==> config.mk <==
export PLATFORM = sky130hd
export DESIGN_NAME = gpu_spi_host_tx_flat
export DESIGN_NICKNAME = d
export VERILOG_FILES = /design/src/rtl/gpu_spi_host_tx_if.sv /design/src/rtl/gpu_spi_host_tx.sv /design/src/flat_wrapper.sv
export SDC_FILE = /design/constraint.sdc
export NUM_CORES = 1
export LEC_CHECK = 0
export ABC_AREA = 1
export CAP_MARGIN = 20
export CORE_UTILIZATION = 30
export DETAILED_ROUTE_END_ITERATION = 8
export GPL_ROUTABILITY_DRIVEN = 0
export HOLD_SLACK_MARGIN = 0.08
export MAX_ROUTING_LAYER = met4
export SETUP_SLACK_MARGIN = 0.05
export SLEW_MARGIN = 25
export SYNTH_ARGS = -nofsm -noshare
export SYNTH_HDL_FRONTEND = slang
export SYNTH_SLANG_ARGS = --single-unit
==> constraint.sdc <==
create_clock -name clk -period 3.85 [get_ports clk]
set_input_delay 0.5775 -clock clk [delete_from_list [all_inputs] [get_ports clk]]
set_output_delay 0.5775 -clock clk [all_outputs]
set_load 0.03 [all_outputs]
==> src/rtl/gpu_spi_host_tx_if.sv <==
`default_nettype none
// ============================================================================
// gpu_spi_host_tx_if : byte stream in / SPI mode-0 out bundle (MISO set via SPI_TX_MISO_EN)
// Rev 1.0
// ============================================================================
interface gpu_spi_host_tx_if;
  logic        s_valid;
  logic [7:0]  s_data;
  logic        s_ready;
  logic        spi_cs_n;
  logic        spi_sclk;
  logic        spi_mosi;
  logic        busy;
  logic [15:0] frames_sent;
`ifdef SPI_TX_MISO_EN
  logic        spi_miso;
  logic [7:0]  rx_data;
  logic        rx_valid;

  modport master (
    output s_valid, s_data, spi_miso,
    input  s_ready, spi_cs_n, spi_sclk, spi_mosi, busy, frames_sent, rx_data, rx_valid
  );
  modport slave (
    input  s_valid, s_data, spi_miso,
    output s_ready, spi_cs_n, spi_sclk, spi_mosi, busy, frames_sent, rx_data, rx_valid
  );
`else
  modport master (
    output s_valid, s_data,
    input  s_ready, spi_cs_n, spi_sclk, spi_mosi, busy, frames_sent
  );
  modport slave (
    input  s_valid, s_data,
    output s_ready, spi_cs_n, spi_sclk, spi_mosi, busy, frames_sent
  );
`endif
endinterface
`default_nettype wire

==> src/rtl/gpu_spi_host_tx.sv <==
`default_nettype none
// ============================================================================
// gpu_spi_host_tx : FIFO-buffered SPI mode-0 master, fixed-length cs_n frames; SPI_TX_MISO_EN adds RX
// Rev 1.0
// ============================================================================
module gpu_spi_host_tx #(
  parameter int CLK_DIV     = 4,
  parameter int FIFO_DEPTH  = 8,
  parameter int FRAME_BYTES = 6,
  parameter int CS_GAP      = 2
) (
  input wire                 clk,
  input wire                 rst_n,
  gpu_spi_host_tx_if.slave   bus
);

  localparam int AW   = $clog2(FIFO_DEPTH);
  localparam int BCW  = $clog2(FRAME_BYTES + 1);
  localparam int DMAX = (CLK_DIV > CS_GAP) ? CLK_DIV : CS_GAP;
  localparam int DW   = $clog2(DMAX + 1);

  localparam logic [DW-1:0]  DIV_LAST  = DW'(CLK_DIV - 1);
  localparam logic [DW-1:0]  GAP_LAST  = DW'(CS_GAP - 1);
  localparam logic [BCW-1:0] BYTE_LAST = BCW'(FRAME_BYTES - 1);
  localparam logic [AW:0]    FULL_CNT  = (AW + 1)'(FIFO_DEPTH);

  typedef enum logic [2:0] {
    ST_IDLE  = 3'd0,
    ST_SETUP = 3'd1,
    ST_SHIFT = 3'd2,
    ST_WAIT  = 3'd3,
    ST_HOLD  = 3'd4,
    ST_GAP   = 3'd5
  } state_e;

  // ---------------------------------------------------------------- FIFO
  logic [7:0]  mem_q [FIFO_DEPTH];
  logic [AW:0] wr_q, rd_q, rd_nxt, cnt;
  logic        empty, full, push, pop;
  logic [7:0]  head, next_head;

  assign cnt       = wr_q - rd_q;
  assign empty     = (cnt == '0);
  assign full      = (cnt == FULL_CNT);
  assign push      = bus.s_valid && !full;
  assign rd_nxt    = rd_q + 1'b1;
  assign head      = mem_q[rd_q[AW-1:0]];
  assign next_head = mem_q[rd_nxt[AW-1:0]];

  always_ff @(posedge clk) begin
    if (push) mem_q[wr_q[AW-1:0]] <= bus.s_data;
  end

  always_ff @(posedge clk) begin
    if (!rst_n) begin
      wr_q <= '0;
      rd_q <= '0;
    end else begin
      if (push) wr_q <= wr_q + 1'b1;
      if (pop)  rd_q <= rd_nxt;
    end
  end

  // ---------------------------------------------------------------- FSM
  state_e         state_q, state_d;
  logic [DW-1:0]  div_q, div_d;
  logic [2:0]     bit_q, bit_d;
  logic [BCW-1:0] bcnt_q, bcnt_d;
  logic           cs_n_q, cs_n_d;
  logic           sclk_q, sclk_d;
  logic           mosi_q, mosi_d;
  logic [15:0]    frames_q, frames_d;

  always_ff @(posedge clk) begin
    if (!rst_n) begin
      state_q  <= ST_IDLE;
      div_q    <= '0;
      bit_q    <= '0;
      bcnt_q   <= '0;
      cs_n_q   <= 1'b1;
      sclk_q   <= 1'b0;
      mosi_q   <= 1'b0;
      frames_q <= '0;
    end else begin
      state_q  <= state_d;
      div_q    <= div_d;
      bit_q    <= bit_d;
      bcnt_q   <= bcnt_d;
      cs_n_q   <= cs_n_d;
      sclk_q   <= sclk_d;
      mosi_q   <= mosi_d;
      frames_q <= frames_d;
    end
  end

  always_comb begin
    state_d  = state_q;
    div_d    = div_q;
    bit_d    = bit_q;
    bcnt_d   = bcnt_q;
    cs_n_d   = cs_n_q;
    sclk_d   = sclk_q;
    mosi_d   = mosi_q;
    frames_d = frames_q;
    pop      = 1'b0;

    case (state_q)
      ST_IDLE: begin
        if (!empty) begin
          cs_n_d  = 1'b0;
          mosi_d  = head[7];
          div_d   = '0;
          state_d = ST_SETUP;
        end
      end
      ST_SETUP: begin
        if (div_q == DIV_LAST) begin
          div_d   = '0;
          sclk_d  = 1'b1;
          state_d = ST_SHIFT;
        end else begin
          div_d = div_q + 1'b1;
        end
      end
      ST_SHIFT: begin
        if (div_q != DIV_LAST) begin
          div_d = div_q + 1'b1;
        end else begin
          div_d = '0;
          if (!sclk_q) begin
            sclk_d = 1'b1;
          end else begin
            sclk_d = 1'b0;
            // Falling edge: either the next bit of this byte, or a byte boundary.
            if (bit_q == 3'd7) begin
              pop    = 1'b1;
              bit_d  = '0;
              bcnt_d = bcnt_q + 1'b1;
              if (bcnt_q == BYTE_LAST) begin
                state_d = ST_HOLD;
              end else if (cnt > (AW + 1)'(1)) begin
                mosi_d = next_head[7];
              end else begin
                state_d = ST_WAIT;
              end
            end else begin
              bit_d  = bit_q + 1'b1;
              mosi_d = head[3'd6 - bit_q];
            end
          end
        end
      end
      ST_WAIT: begin
        if (!empty) begin
          mosi_d  = head[7];
          div_d   = '0;
          state_d = ST_SHIFT;
        end
      end
      ST_HOLD: begin
        if (div_q == DIV_LAST) begin
          div_d    = '0;
          cs_n_d   = 1'b1;
          mosi_d   = 1'b0;
          bcnt_d   = '0;
          frames_d = frames_q + 16'd1;
          state_d  = ST_GAP;
        end else begin
          div_d = div_q + 1'b1;
        end
      end
      ST_GAP: begin
        if (div_q == GAP_LAST) begin
          div_d   = '0;
          state_d = ST_IDLE;
        end else begin
          div_d = div_q + 1'b1;
        end
      end
      default: state_d = ST_IDLE;
    endcase
  end

  assign bus.s_ready     = !full;
  assign bus.spi_cs_n    = cs_n_q;
  assign bus.spi_sclk    = sclk_q;
  assign bus.spi_mosi    = mosi_q;
  assign bus.busy        = (state_q != ST_IDLE);
  assign bus.frames_sent = frames_q;

`ifdef SPI_TX_MISO_EN
  // MISO is captured on the same clk edge that raises sclk; bit_q then holds the bit index.
  logic       rise;
  logic [7:0] rx_sh_q, rx_data_q;
  logic       rx_valid_q;

  assign rise = sclk_d && !sclk_q;

  always_ff @(posedge clk) begin
    if (!rst_n) begin
      rx_sh_q    <= '0;
      rx_data_q  <= '0;
      rx_valid_q <= 1'b0;
    end else begin
      rx_valid_q <= 1'b0;
      if (rise) begin
        rx_sh_q <= {rx_sh_q[6:0], bus.spi_miso};
        if (bit_q == 3'd7) begin
          rx_data_q  <= {rx_sh_q[6:0], bus.spi_miso};
          rx_valid_q <= 1'b1;
        end
      end
    end
  end

  assign bus.rx_data  = rx_data_q;
  assign bus.rx_valid = rx_valid_q;
`endif

endmodule
`default_nettype wire
==> src/flat_wrapper.sv <==
// flat-port wrapper written by rule: the top's interface ports become plain ports
module gpu_spi_host_tx_flat 
#(
  parameter int CLK_DIV     = 4,
  parameter int FIFO_DEPTH  = 8,
  parameter int FRAME_BYTES = 6,
  parameter int CS_GAP      = 2
)
  (clk, rst_n, bus_s_valid, bus_s_data, bus_s_ready, bus_spi_cs_n, bus_spi_sclk, bus_spi_mosi, bus_busy, bus_frames_sent);
  gpu_spi_host_tx_if bus_i ();
  input wire clk;
  input wire rst_n;
  input wire logic [$bits(bus_i.s_valid)-1:0] bus_s_valid;
  input wire logic [$bits(bus_i.s_data)-1:0] bus_s_data;
  output wire logic [$bits(bus_i.s_ready)-1:0] bus_s_ready;
  output wire logic [$bits(bus_i.spi_cs_n)-1:0] bus_spi_cs_n;
  output wire logic [$bits(bus_i.spi_sclk)-1:0] bus_spi_sclk;
  output wire logic [$bits(bus_i.spi_mosi)-1:0] bus_spi_mosi;
  output wire logic [$bits(bus_i.busy)-1:0] bus_busy;
  output wire logic [$bits(bus_i.frames_sent)-1:0] bus_frames_sent;
  assign bus_i.s_valid = bus_s_valid;
  assign bus_i.s_data = bus_s_data;
  assign bus_s_ready = bus_i.s_ready;
  assign bus_spi_cs_n = bus_i.spi_cs_n;
  assign bus_spi_sclk = bus_i.spi_sclk;
  assign bus_spi_mosi = bus_i.spi_mosi;
  assign bus_busy = bus_i.busy;
  assign bus_frames_sent = bus_i.frames_sent;
  gpu_spi_host_tx #(.CLK_DIV(CLK_DIV), .FIFO_DEPTH(FIFO_DEPTH), .FRAME_BYTES(FRAME_BYTES), .CS_GAP(CS_GAP)) u_core (.clk(clk), .rst_n(rst_n), .bus(bus_i));
endmodule
# Yosys cells after proc, flatten, opt, wreduce, memory -nomap -nowiden
# Memories as Yosys holds them, arrays and structs flattened. A register that Yosys moved wholly into a read port is not among the register bits.
# Index checks and enable logic that the tools add are counted.
classes:
  n_bitwise: 1
  n_lt_le_gt_ge: 2
  mul: 0
  div: 0
  n_shift: 0
  eq_ne: 23
  addsub: 8
  muxes: 46
  reduce_logical: 20
op_table:
  columns: ["cell", "n"]
  rows:
  - ["$mux W3", 21]
  - ["$mux W1", 18]
  - ["$pmux W3 S6", 1]
  - ["$add A16 B1 Y16 const B", 1]
  - ["$eq A3 B3 Y1 const B", 4]
  - ["$pmux W3 S4", 1]
  - ["$ne A2 B1 Y1 const B", 5]
  - ["$add A3 B1 Y3 const B", 3]
  - ["$eq A3 B2 Y1 const B", 3]
  - ["$reduce_and A3 Y1", 3]
  - ["$reduce_and A9 Y1", 1]
  - ["$add A4 B1 Y4 const B", 2]
  - ["$ne A2 B2 Y1 const B", 4]
  - ["$reduce_and A7 Y1", 1]
  - ["$eq A3 B1 Y1 const B", 2]
  - ["$ne A3 B2 Y1 const B", 2]
  - ["$ne A3 B3 Y1 const B", 2]
  - ["$pmux W3 S2", 1]
  - ["$reduce_bool A2 Y1", 3]
  - ["$reduce_bool A3 Y1", 2]
  - ["$reduce_and A5 Y1", 1]
  - ["$eq A4 B4 Y1 const B", 1]
  - ["$gt A4 B1 Y1 const B", 1]
  - ["$logic_not A4 Y1", 1]
  - ["13 further kinds", 16]
totals:
  mem_bits_ro: 0
  elab_cells: 111
  in_bits: 11
  ff_bits: 39
  latch_bits: 0
  out_inout_bits: 21
  ramBits: 64
  n_memories: 1
mem_list:
  columns: ["name", "words", "word_bits", "read_ports", "rd_ports_with_merged_regs", "write_ports", "line", "rtl"]
  rows:
  - ["u_core.mem_q", 8, 8, 2, 1, 1, "gpu_spi_host_tx.sv:37", "logic [7:0] mem_q [FIFO_DEPTH];"]

# Depth between registers and ports, before layout
logic_depth:
  word_depth: 8
  mapped_depth: 14

# Worst setup path before layout
# Ideal clock, no wire load.
synth_path:
  path_kind: "reg2reg"
  from: "reg u_core.rd_q[0]"
  to: "mem u_core.mem_q[0][0] (enable)"
  path_buffers: 0
  setup_ns: 0.370
  slack_ns: 1.192
  path_stages_with_launch: 11
  t_required_ns: 3.480
  arrival_time_ns: 2.287
  synth_period_minus_slack_ns: 2.658
  path_cell_list: "dfxtp_1 > ha_1 > inv_1 > fa_1 > xor2_1 > nor3_1 > nand2_1 > nand2_2 > inv_1 > nand2_1 > nor2_1"
synth_via:
  elab_chain_len: 6
synth_rtl:
  columns: ["item", "line", "rtl"]
  rows:
  - ["start: declaration", "gpu_spi_host_tx.sv:38", "logic [AW:0] wr_q, rd_q, rd_nxt, cnt;"]
  - ["start signal: assignment", "gpu_spi_host_tx.sv:60", "if (pop) rd_q <= rd_nxt;"]
  - ["$sub A4 B4 Y4", "gpu_spi_host_tx.sv:42", "assign cnt = wr_q - rd_q;"]
  - ["$eq A4 B4 Y1", "gpu_spi_host_tx.sv:44", "assign full = (cnt == FULL_CNT);"]
  - ["$logic_not A1 Y1", null, null]
  - ["net bus_s_ready", "flat_wrapper.sv:15", "output wire logic [$bits(bus_i.s_ready)-1:0] bus_s_ready;"]
  - ["$logic_and A1 B1 Y1", "gpu_spi_host_tx.sv:45", "assign push = bus.s_valid && !full;"]
  - ["$mux W1", "gpu_spi_host_tx.sv:51", "if (push) mem_q[wr_q[AW-1:0]] <= bus.s_data;"]
  - ["$mux W1 (not written as such)", "gpu_spi_host_tx.sv:51", null]
  - ["end: declaration", "gpu_spi_host_tx.sv:37", null]
# The timed path passes the listed nets, and every way through them passes these cells.

# Final worst setup path
layout_path:
  from: "reg u_core.rd_q[0]"
  to: "out bus_s_ready"
layout_via:
  elab_chain_len: 3
layout_rtl:
  columns: ["item", "line", "rtl"]
  rows:
  - ["$sub A4 B4 Y4", "gpu_spi_host_tx.sv:42", null]
  - ["$eq A4 B4 Y1", "gpu_spi_host_tx.sv:44", null]
  - ["$logic_not A1 Y1", "gpu_spi_host_tx.sv:184", "assign bus.s_ready = !full;"]
  - ["end: declaration", "flat_wrapper.sv:15", null]
# Every way passes these cells.

==> reports/metrics.yaml <==
logic_synthesis:
  post_synth_inst_count: 542
  mean_cell_area_of_the_mapped_netlist_um2: 9.075
  dominantRegCellSynth: "sky130_fd_sc_hd__edfxtp_1"
  edff_count_synth: 64
  register_bit_total_from_synthesis: 106
  syn-cell-area_um2: 4918
  number_of_distinct_standard_cells_referenced_by_the_synthesized_netlist: 38
  synth.yosys.warnings: 0
  mappedNetlistNets: 568
  synthArstFlopShare_pct: 0
  sequential_element_share_of_the_synthesized_area_pct: 56.17
run_status:
  status: "finished clean"
sta:
  timing_max_transition_violations_final: 0
  tns_ns: 0
  timing.max_slew.rel_slack_pct: 37.25
  timing.final.crit_period_ns: 3.261
  rsz_0062_raised_after_global_routing: "no"
  timing.final.setup_violations: 0
  worst_pin_slew_ns: 0.9401
  maxClockFrequency_ghz: 0.3067
  finalHoldViolations: 0
  post-route-period-util_pct: 84.70
  clock_skew_ns: 0.009157
routing:
  first_pass_iters: 5
  final_antenna_net_count: 0
  via_per_inst: 4.783
  first_iter_violations: 255
  routed_wl_um: 10960
  post_drt_wl_per_cell_um: 13.84
  dr_total_vias: 3788
  detail_route.drc_violations: 0
setup_path:
  critical_path.n_buffers_inverters: 2
  critPathRequiredTime_ns: 3.27
  crit_fanout: 9
  path_cells: "ha_1, inv_1, fa_1, xor2_1, nor3_1, nand2_1, clkdlybuf4s50_1"
  critPathMaxStageDelay_ns: 0.63
  critical_path.startpoint_type: "register"
  cp_slowest_cell: "sky130_fd_sc_hd__clkdlybuf4s50_1"
  timing.critical_path.arrival_ns: 2.68
  critPathTopFamily: "buffers and inverters"
  critical_path_class: "register to output pin"
  worst_setup_path_end_kind: "output pin"
floorplanning:
  core_box_area_um2: 15940
  ioPinCount: 32
  floorplan.initialDensity_pct: 30.85
  die_height_um: 130.0
  floorplan.die.width_um: 130.0
  die_area_um2: 16910
  rows: 46
clock_tree:
  clkLatencyLatePin_ns: 0.34
  cts-buffers-inserted: 9
  cts_setup_buffers: 0
  clk_path_buf_depth: 2
  h_tree_depth: 3
  root_buffer: "sky130_fd_sc_hd__clkbuf_16"
  cts_hold_repair.buffers: 0
  cts_repair_resize_count: 0
  tritoncts: "built"
  clock-sinks: 106
  clkTransAtPathRegs_ns: 0.07
final_layout:
  fill_cells: 1608
  area_growth_pct: 16.43
  final_layout_size_suffix_gt1_share_pct: 6.597
  most-common-layout-cells: "sky130_fd_sc_hd__nand2_1 (117), sky130_fd_sc_hd__edfxtp_1 (64), sky130_fd_sc_hd__inv_1 (62), sky130_fd_sc_hd__nand3_1 (62), sky130_fd_sc_hd__dfxtp_1 (42)"
  insertedDiodeCount: 0
  num-nets-final: 597
  mostFrequentLayoutCell: "sky130_fd_sc_hd__nand2_1"
global_route:
  first_global_vias: 3705
  grt_start_max_net_pins: 34
  overflow: 0
  antenna_found_initial: 0
  grt_pass1_wl_um: 17870
  global_route.usage.total_pct: 14.09
power_and_ir_drop:
  combinationalPowerShare_pct: 15.1
  share_seq_of_total_power_pct: 50.6
  ir_drop_uv: 191.8
  total_switching_power_uw: 704.6
  cell_internal_pwr_mw: 1.832
  design_power_total_mw: 2.537
  total_leakage_power_nw: 2.157
  power.density_cell_area_nw_per_um2: 443.0
  power.share.clock_pct: 34.3
  power.share.switching_pct: 27.77
place:
  detailed_place_hpwl_um: 7799
  port_buffers: 31
flow_run:
  max-cap-violations: 0
hold_path:
  hp_class: "register to register"
-- power by group through the flow --
stage	Sequential (mW)	Clock (mW)	Combinational, mW
floorplan	1.31	0	0.253
global placement	1.31	0	0.379
detailed placement	1.31	0	0.384
CTS	1.28	0.890	0.386
global route	1.29	0.931	0.430
finish	1.28	0.870	0.384
-- final timing paths --
kind | start | endpoint | slack, ns | cells after the start
hold reg to reg | u_core.bus.spi_cs_n | u_core.bus.spi_cs_n | 0.45 | 2
setup reg to reg | u_core.rd_q[0] | u_core.mem_q[2][3] | 1.00 | 10
hold / removal | u_core.bus.spi_cs_n | u_core.bus.spi_cs_n | 0.45 | 2
setup / recovery | u_core.rd_q[0] | bus_s_ready | 0.59 | 7
-- area by class of cell --
class | instances | area, um^2 | area share, %
sequential | 106 | 2763 | 48.24
multi-input combinational | 355 | 1841 | 32.14
timing repair buffer | 33 | 325.3 | 5.681
tap | 216 | 270.3 | 4.719
inverter | 66 | 249.0 | 4.348
clock buffer | 10 | 229.0 | 3.998
clock inverter | 6 | 50.05 | 0.8739
-- state kept, by name, indices dropped and copies added (netlist names), named ones only --
| register | cells |
|---|---|
| u_core.bit_q | 3 |
| u_core.state_q | 3 |
| u_core.bus.spi_cs_n | 1 |
| u_core.bus.frames_sent | 16 |
| u_core.mem_q | 64 |
| u_core.bus.spi_mosi | 1 |
| u_core.bus.spi_sclk | 1 |
| u_core.div_q | 3 |
| u_core.rd_q | 4 |
| u_core.wr_q | 4 |
| u_core.bcnt_q | 3 |
-- synthesized netlist by cell type, drive strengths merged, types with 2 or more instances --
cell type,n,area [um^2]
clkbuf,5,18.77
buf,10,47.55
nor3,20,127.6
nor2,44,185.2
nand3,63,320.3
edfxtp,64,1922
ha,14,175.2
inv,64,240.2
a211oi,5,37.54
o21ai,30,150.1
clkinv,2,8.750
dfxtp,42,840.8
xnor2,3,26.28
xor2,5,43.79
a21oi,35,178.9
nor3b,2,15.01
nand4,5,37.53
nand2,122,480.5
-- cells by family (layout without fill, tap and decap cells) --
| kind of cell | count (synthesis) | count (layout) | share of synthesized area [%] |
|---|---|---|---|
| and+or+nand+nor | 258 | 258 | 23.96 |
| DFF | 106 | 106 | 56.17 |
| buffers and inverters | 81 | 115 | 6.411 |
| AOI/OAI and AO/OA | 74 | 74 | 8.064 |
| adders and majority gates | 15 | 15 | 3.969 |
| xor gates and xnor gates | 8 | 8 | 1.425 |
-- per-stage QoR --
| step | hold WS [ns] | std cells | utilization [%] | area, um^2 | setup WS (ns) |
|---|---|---|---|---|---|
| floorplan | 0.4347 | 542 | - | 4918 | 1.192 |
| global placement | 0.4417 | 776 | 34.17 | 5448 | 0.9999 |
| detailed placement | 0.4430 | 776 | 34.17 | 5448 | 0.9404 |
| CTS | 0.4574 | 792 | 35.92 | 5727 | 0.5566 |
| global route | 0.4883 | 792 | 35.92 | 5727 | 0.3939 |
| finish | 0.4526 | 792 | 35.92 | 5727 | 0.5891 |
-- routing by layer --
metal  wire [um]  share of wire [%]  vias to the layer above  global-route usage (%)
met1        4932                 45                     1781                   17.16
met4         241                2.2                        0                   5.540
met3         410                3.7                       26                   2.501
met5           0                  0                        -                       -
met2        5376                 49                       97                   23.15
li1            -                  -                     1884                       -
-- tightest hold or removal path: stages (launching register included) --
cell and delay (ns):
sky130_fd_sc_hd__dfxtp_1 0.31, sky130_fd_sc_hd__nand2_1 0.06, sky130_fd_sc_hd__nand2_1 0.04
(Power assumes the default switching activity.)
